$ cat config.mk
export PLATFORM = sky130hd
export DESIGN_NAME = sorted_stream_tx_flat
export DESIGN_NICKNAME = d
export VERILOG_FILES = /design/src/rtl/sorted_stream_tx_if.sv /design/src/rtl/sorted_stream_tx.sv /design/src/flat_wrapper.sv
export SDC_FILE = /design/constraint.sdc
export NUM_CORES = 1
export LEC_CHECK = 0
export CORE_UTILIZATION = 48
export CTS_CLUSTER_SIZE = 8
export DETAILED_ROUTE_END_ITERATION = 8
export HOLD_SLACK_MARGIN = 0.06
export PLACE_DENSITY = 0.82
export SLEW_MARGIN = 15
export SYNTH_ARGS = -nofsm -noshare
export SYNTH_HDL_FRONTEND = slang
export SYNTH_SLANG_ARGS = --single-unit
$ cat constraint.sdc
create_clock -name clock -period 3.85 [get_ports clock]
set_input_delay 0.385 -clock clock [delete_from_list [all_inputs] [get_ports clock]]
set_output_delay 0.385 -clock clock [all_outputs]
set_load 0.03 [all_outputs]
$ cat src/rtl/sorted_stream_tx_if.sv
// Output stream of sorted_stream_tx: element data, index, last flag and
// a valid/ready handshake. The transmitter uses master, the sink uses slave.
interface sorted_stream_tx_if #(
    parameter int DIGIT = 4
);
    logic [DIGIT-1:0] out_data;
    logic             out_valid;
    logic             out_ready;
    logic [1:0]       out_index;
    logic             out_last;

    modport master (
        output out_data,
        output out_valid,
        output out_index,
        output out_last,
        input  out_ready
    );

    modport slave (
        input  out_data,
        input  out_valid,
        input  out_index,
        input  out_last,
        output out_ready
    );
endinterface

$ cat src/rtl/sorted_stream_tx.sv
// Captures the 4-entry sorter result on each rising edge of done_in and streams it out s0 first.
// Optional order check of the captured vector: define SORTED_STREAM_ORDER_CHECK_EN.
module sorted_stream_tx #(
    parameter int DIGIT = 4
) (
    input  logic             clock,
    input  logic             reset,
    input  logic             done_in,
    input  logic [DIGIT-1:0] s0_in,
    input  logic [DIGIT-1:0] s1_in,
    input  logic [DIGIT-1:0] s2_in,
    input  logic [DIGIT-1:0] s3_in,
    sorted_stream_tx_if.master tx,
    output logic             busy,
    output logic             frame_done,
    output logic             overrun,
    output logic             order_err
);
    localparam logic [0:0] IDLE = 1'b0;
    localparam logic [0:0] SEND = 1'b1;

    logic [0:0]            state_q, state_d;
    logic [3:0][DIGIT-1:0] buf_q, buf_d;
    logic [1:0]            idx_q, idx_d;
    logic                  done_q;
    logic                  frame_done_q, frame_done_d;
    logic                  overrun_q, overrun_d;
    logic                  load;
    logic                  hs;
    logic                  accept;

    // done_in is a level; only its rising edge starts a frame.
    assign load   = done_in & ~done_q;
    assign hs     = tx.out_valid & tx.out_ready;
    assign accept = load & (state_q == IDLE);

    always_comb begin
        state_d      = state_q;
        buf_d        = buf_q;
        idx_d        = idx_q;
        frame_done_d = 1'b0;
        overrun_d    = 1'b0;
        case (state_q)
            IDLE: begin
                if (load) begin
                    buf_d   = {s3_in, s2_in, s1_in, s0_in};
                    idx_d   = 2'd0;
                    state_d = SEND;
                end
            end
            SEND: begin
                // A new result while a frame is in flight is dropped, not queued.
                overrun_d = load;
                if (hs) begin
                    if (idx_q == 2'd3) begin
                        state_d      = IDLE;
                        idx_d        = 2'd0;
                        frame_done_d = 1'b1;
                    end else begin
                        idx_d = idx_q + 2'd1;
                    end
                end
            end
            default: state_d = IDLE;
        endcase
    end

    always_ff @(posedge clock or posedge reset) begin
        if (reset) begin
            state_q      <= IDLE;
            buf_q        <= '0;
            idx_q        <= 2'd0;
            done_q       <= 1'b0;
            frame_done_q <= 1'b0;
            overrun_q    <= 1'b0;
        end else begin
            state_q      <= state_d;
            buf_q        <= buf_d;
            idx_q        <= idx_d;
            done_q       <= done_in;
            frame_done_q <= frame_done_d;
            overrun_q    <= overrun_d;
        end
    end

    assign tx.out_valid = (state_q == SEND);
    assign tx.out_data  = tx.out_valid ? buf_q[idx_q] : '0;
    assign tx.out_index = idx_q;
    assign tx.out_last  = tx.out_valid & (idx_q == 2'd3);
    assign busy         = (state_q == SEND);
    assign frame_done   = frame_done_q;
    assign overrun      = overrun_q;

`ifdef SORTED_STREAM_ORDER_CHECK_EN
    logic order_err_q;

    always_ff @(posedge clock or posedge reset) begin
        if (reset) begin
            order_err_q <= 1'b0;
        end else if (accept) begin
            order_err_q <= !((s0_in <= s1_in) && (s1_in <= s2_in) && (s2_in <= s3_in));
        end
    end

    assign order_err = order_err_q;
`else
    assign order_err = 1'b0;
`endif

endmodule
$ cat src/flat_wrapper.sv
// flat-port wrapper written by rule: the top's interface ports become plain ports
module sorted_stream_tx_flat 
#(
    parameter int DIGIT = 4
)
  (clock, reset, done_in, s0_in, s1_in, s2_in, s3_in, busy, frame_done, overrun, order_err, tx_out_data, tx_out_valid, tx_out_index, tx_out_last, tx_out_ready);
  sorted_stream_tx_if #(.DIGIT(DIGIT)) tx_i ();
  input  logic clock;
  input  logic reset;
  input  logic done_in;
  input  logic [DIGIT-1:0] s0_in;
  input  logic [DIGIT-1:0] s1_in;
  input  logic [DIGIT-1:0] s2_in;
  input  logic [DIGIT-1:0] s3_in;
  output logic busy;
  output logic frame_done;
  output logic overrun;
  output logic order_err;
  output wire logic [$bits(tx_i.out_data)-1:0] tx_out_data;
  output wire logic [$bits(tx_i.out_valid)-1:0] tx_out_valid;
  output wire logic [$bits(tx_i.out_index)-1:0] tx_out_index;
  output wire logic [$bits(tx_i.out_last)-1:0] tx_out_last;
  input wire logic [$bits(tx_i.out_ready)-1:0] tx_out_ready;
  assign tx_out_data = tx_i.out_data;
  assign tx_out_valid = tx_i.out_valid;
  assign tx_out_index = tx_i.out_index;
  assign tx_out_last = tx_i.out_last;
  assign tx_i.out_ready = tx_out_ready;
  sorted_stream_tx #(.DIGIT(DIGIT)) u_core (.clock(clock), .reset(reset), .done_in(done_in), .s0_in(s0_in), .s1_in(s1_in), .s2_in(s2_in), .s3_in(s3_in), .tx(tx_i), .busy(busy), .frame_done(frame_done), .overrun(overrun), .order_err(order_err));
endmodule
# After elaboration in Yosys (flattened, before gate mapping)
# Cells that the tools add are included.
# W data, S select, Z words.
[word_totals] word_cells=36 output_inout_bits=12 ff_bits=22 inputBits=20
[op_classes] mux=15 addsub=1 magnitude_cmp=1 bitwise=5 eq_ne=3 n_reduce_logical=2
[ops] op="$bmux W4 S2" n=1
[ops] op="$mux W4" n=2
[ops] op="$mux W1" n=7
[ops] op="$mux W2" n=3
[ops] op="$pmux W2 S2" n=1
[ops] op="$reduce_and A2 Y1" n=2
[ops] op="$and A1 B1 Y1" n=3
[ops] op="$lt A2 B3 Y1 const B" n=1
[ops] op="$add A2 B1 Y2 const B" n=1
[ops] op="$eq A2 B2 Y1 const B" n=1
[ops] op="$ne A2 B1 Y1 const B" n=1
[ops] op="$ne A2 B2 Y1 const B" n=1
[ops] op="$not A1 Y1" n=2
[ops] op="$pmux W1 S2" n=1

# Depth between registers and ports, before layout
[depth] depth_word=4 mapped_depth=4 depth_no_buf=3

# Worst setup path before layout
# Ideal clock, no wire load.
[synth_timing] path_type="register to output" startpoint="reg u_core.idx_q[0] (netlist: u_core.tx.out_index[0])" endpoint="out tx_out_data[2]" stages_incl_launch_ff=4 path_buffers=1 setup_slack_ps=2043 arrival_time_ps=1422 required_ps=3465 cell_sequence="dfrtp_1 buf_2 mux2i_1 o22ai_1"
[synth_via] elab_chain_cells=3
[synth_rtl] element="start: declaration" line_no="sorted_stream_tx.sv:24" text="logic [1:0] idx_q, idx_d;"
[synth_rtl] element="start signal: assignment" line_no="sorted_stream_tx.sv:79" text="idx_q <= idx_d;"
[synth_rtl] element="$bmux W4 S2" line_no="sorted_stream_tx.sv:87" text="assign tx.out_data = tx.out_valid ? buf_q[idx_q] : '0;"
[synth_rtl] element="$mux W4 (implied by the code)" line_no="sorted_stream_tx.sv:87"
[synth_rtl] element="$mux W4" line_no="sorted_stream_tx.sv:87"
[synth_rtl] element="end: declaration" line_no="flat_wrapper.sv:19" text="output wire logic [$bits(tx_i.out_data)-1:0] tx_out_data;"
# No other way between the ends. The select of a mux whose other input is x is not followed.

# Worst setup path after layout
[layout_timing] startpoint="reg u_core.idx_q[0] (netlist: u_core.tx.out_index[0])" endpoint="out tx_out_last"
[layout_via] elab_chain_cells=2
[layout_rtl] element="$eq A2 B2 Y1" line_no="sorted_stream_tx.sv:89" text="assign tx.out_last = tx.out_valid & (idx_q == 2'd3);"
[layout_rtl] element="$and A1 B1 Y1" line_no="sorted_stream_tx.sv:89"
[layout_rtl] element="end: declaration" line_no="flat_wrapper.sv:22" text="output wire logic [$bits(tx_i.out_last)-1:0] tx_out_last;"
# No other way between the ends.

==> results.toml <==
[global_route]
gr-usage-met3_pct = 4.717
grt_pass1_wl_um = 3305
overflow = 0
grtUsageMet2_pct = 31.46
grt_pass1_vias = 708
antenna_found_initial = 0
grt_max_degree = 23
top_usage_layer = "met2"
track_usage_pct = 18.83
use_met1_pct = 23.46

[logic_synthesis]
synth_edf_count = 0
yosysSeqAreaShare_pct = 53.14
synthFlopType = "dfrtp_1"
synth.distinct_cells = 23
syn-cell-area_sq_um = 1036
avgSynthCellArea_sq_um = 14.19
syn-num-nets = 94
ys_top_cells_by_area = "dfrtp_1 53%, mux2_4 10%, mux2_2 9.8%"
post-synth-top-count-cell = "dfrtp_1"
yosysTopAreaCell = "dfrtp_1"
syn_inst = 73
synth_common_cells = "22 x dfrtp_1, 9 x mux2_2, 8 x mux2i_1"
yosysTopAreaCellShare_pct = 53.14
synth_warnings = 0
ys_ff_latch = 22
synth-async-reset-ratio_pct = 100.0

[cts]
insertion_delay_ps = 310
cts.path.max_buffers = 2
cts_buffers = 3
htree_num_levels = 1
cts_hold_buf = 0
postCtsSetupRepairBufs = 0
cts_resized = 0
tritoncts = "built"
clock-root-buffer = "clkbuf_4"
clk_pin_slew_ps = 120
cts_sinks = 22

[worst_setup_path]
cp-start-kind = "flip-flop"
path_cells = "ha_1 > and2_1 > clkdlybuf4s50_1"
path_class = "reg2out"
cp_max_fo = 12
max_stage_delay_ps = 700
critical_path_buf_inv_count = 1
worst_ep_required_time_ps = 3460
cp.arrival_ps = 2080
critical-path-slowest-cell = "dfrtp_1"
end_kind = "primary output"
crit_family = "flip-flops"

[die]
initial_utilization_pct = 51.75
die_x_um = 48.46
rows = 16
die_h_um = 48.46
die-area_sq_um = 2348
design.core.area_sq_um = 2002
pin_count = 32

[place]
portBuffers = 30
dp_hpwl_um = 1396
gp_congestion = 0.6839
placed_area_sq_um = 1321

[sta]
max_freq_mhz = 406.0
drv_slew = 0
tightest_slew_ps = 818.0
tns_ps = 0
fin_crit_sh_pct = 63.98
hold_viol = 0
grt_setup_unrepaired = "no"
finalSetupViolations = 0
fin_skew_ps = 10.97
period_minus_slack_ps = 2463
max-slew-margin-rel_pct = 45.41

[power_and_ir_drop]
irDropWorstVdd_mv = 0.5433
pwr_density_cell_nw_per_um2 = 809.4
leakagePower_nw = 0.5954

[detailed_routing]
drc = 0
initialDrtViolationCount = 4
num_vias = 670
postRouteAntennaNets = 0
routed_wl_um = 1904
wl_per_cell_um = 14.76
first_pass_iters = 4
routed_via_density = 5.194

[cells_and_area]
syn_to_final_growth_pct = 31.04
layout.nets = 124
stdcell_area_sq_um = 1358
diodes = 0
nFillCells = 166
drive_above_1_share_pct = 23.53

[job]
maxCapViolCount = 0

[min_path]
worstHoldPathType = "in2async"

[outcome]
status = "completed"
[final cells by class]
type | instances | area (sq um) | area share [%]
timing repair buffer | 31 | 307.8 | 22.67
sequential | 22 | 550.5 | 40.55
multi-input combinational | 44 | 425.4 | 31.34
tap | 27 | 33.78 | 2.488
clock buffer | 4 | 36.28 | 2.673
inverter | 1 | 3.754 | 0.2765
[routing by layer]
metal	up-vias	wire length, um
met1	325	832
li1	313	-
met4	0	35
met3	5	116
met2	27	921
met5	-	0
[registers in the layout, summed over array words and instances, names as in the netlist]
signal and count:
u_core.frame_done 1, u_core.buf_q 16, u_core.overrun 1, u_core.done_q 1
u_core.busy 1, u_core.tx.out_index 2
[worst paths after layout]
path	from	end	slack, ps	cells after the start
setup / recovery	u_core.tx.out_index[0]	tx_out_last	1390	3
setup reg to reg	u_core.busy	u_core.buf_q[8]	1820	3
hold / removal	reset	u_core.buf_q[15]	520	2
min in group clock	u_core.buf_q[7]	u_core.buf_q[7]	520	1
hold reg to reg	u_core.buf_q[7]	u_core.buf_q[7]	520	1
max in group asynchronous	reset	u_core.buf_q[13]	2810	2
[placed cells by master, fill, tap and decap left out]
cell type        Yosys  final
and2_1               1      1
nand3b_1             1      1
mux2_4               7      7
inv_1                1      1
o21ai_0              2      2
mux2_2               9      9
mux2i_1              8      8
clkbuf_8             0      1
a21o_1               1      1
and3b_1              1      1
nand3_1              1      1
and3_1               1      1
clkbuf_4             0      3
nor3b_2              1      1
a21bo_2              2      2
buf_4                2      1
nand2b_1             1      1
ha_1                 1      1
conb_1               1      1
dfrtp_1             22     22
nand2_1              2      2
o22ai_1              4      4
clkdlybuf4s50_1      0     30
[kinds of logic after synthesis]
logic type	after synthesis	synth area share [%]
fa+ha+maj	1	1.208
mux	24	27.66
flops	22	53.14
compound gates	9	6.039
buf+inv	7	5.796
other cells	1	0.3620
simple gates	9	5.798
[power by group]
group          total [W]  internal, W  switching, W
Sequential      0.000429     0.000334     0.0000958
Clock           0.000128    0.0000578     0.0000697
Combinational   0.000542     0.000294      0.000248
[per-stage QoR]
step	util, %	total power (W)	hold WS [ps]	instances	worst slack, ps
floorplan	-	0.0007995	374.2	73	2043
global placement	66.00	0.0009587	490.2	125	1588
detailed placement	66.00	0.0009773	499.1	125	1546
CTS	67.81	0.001105	527.9	129	1381
global route	67.81	0.001168	549.7	129	1256
finish	67.81	0.001099	518.7	129	1387
(Power assumes the default switching activity.)
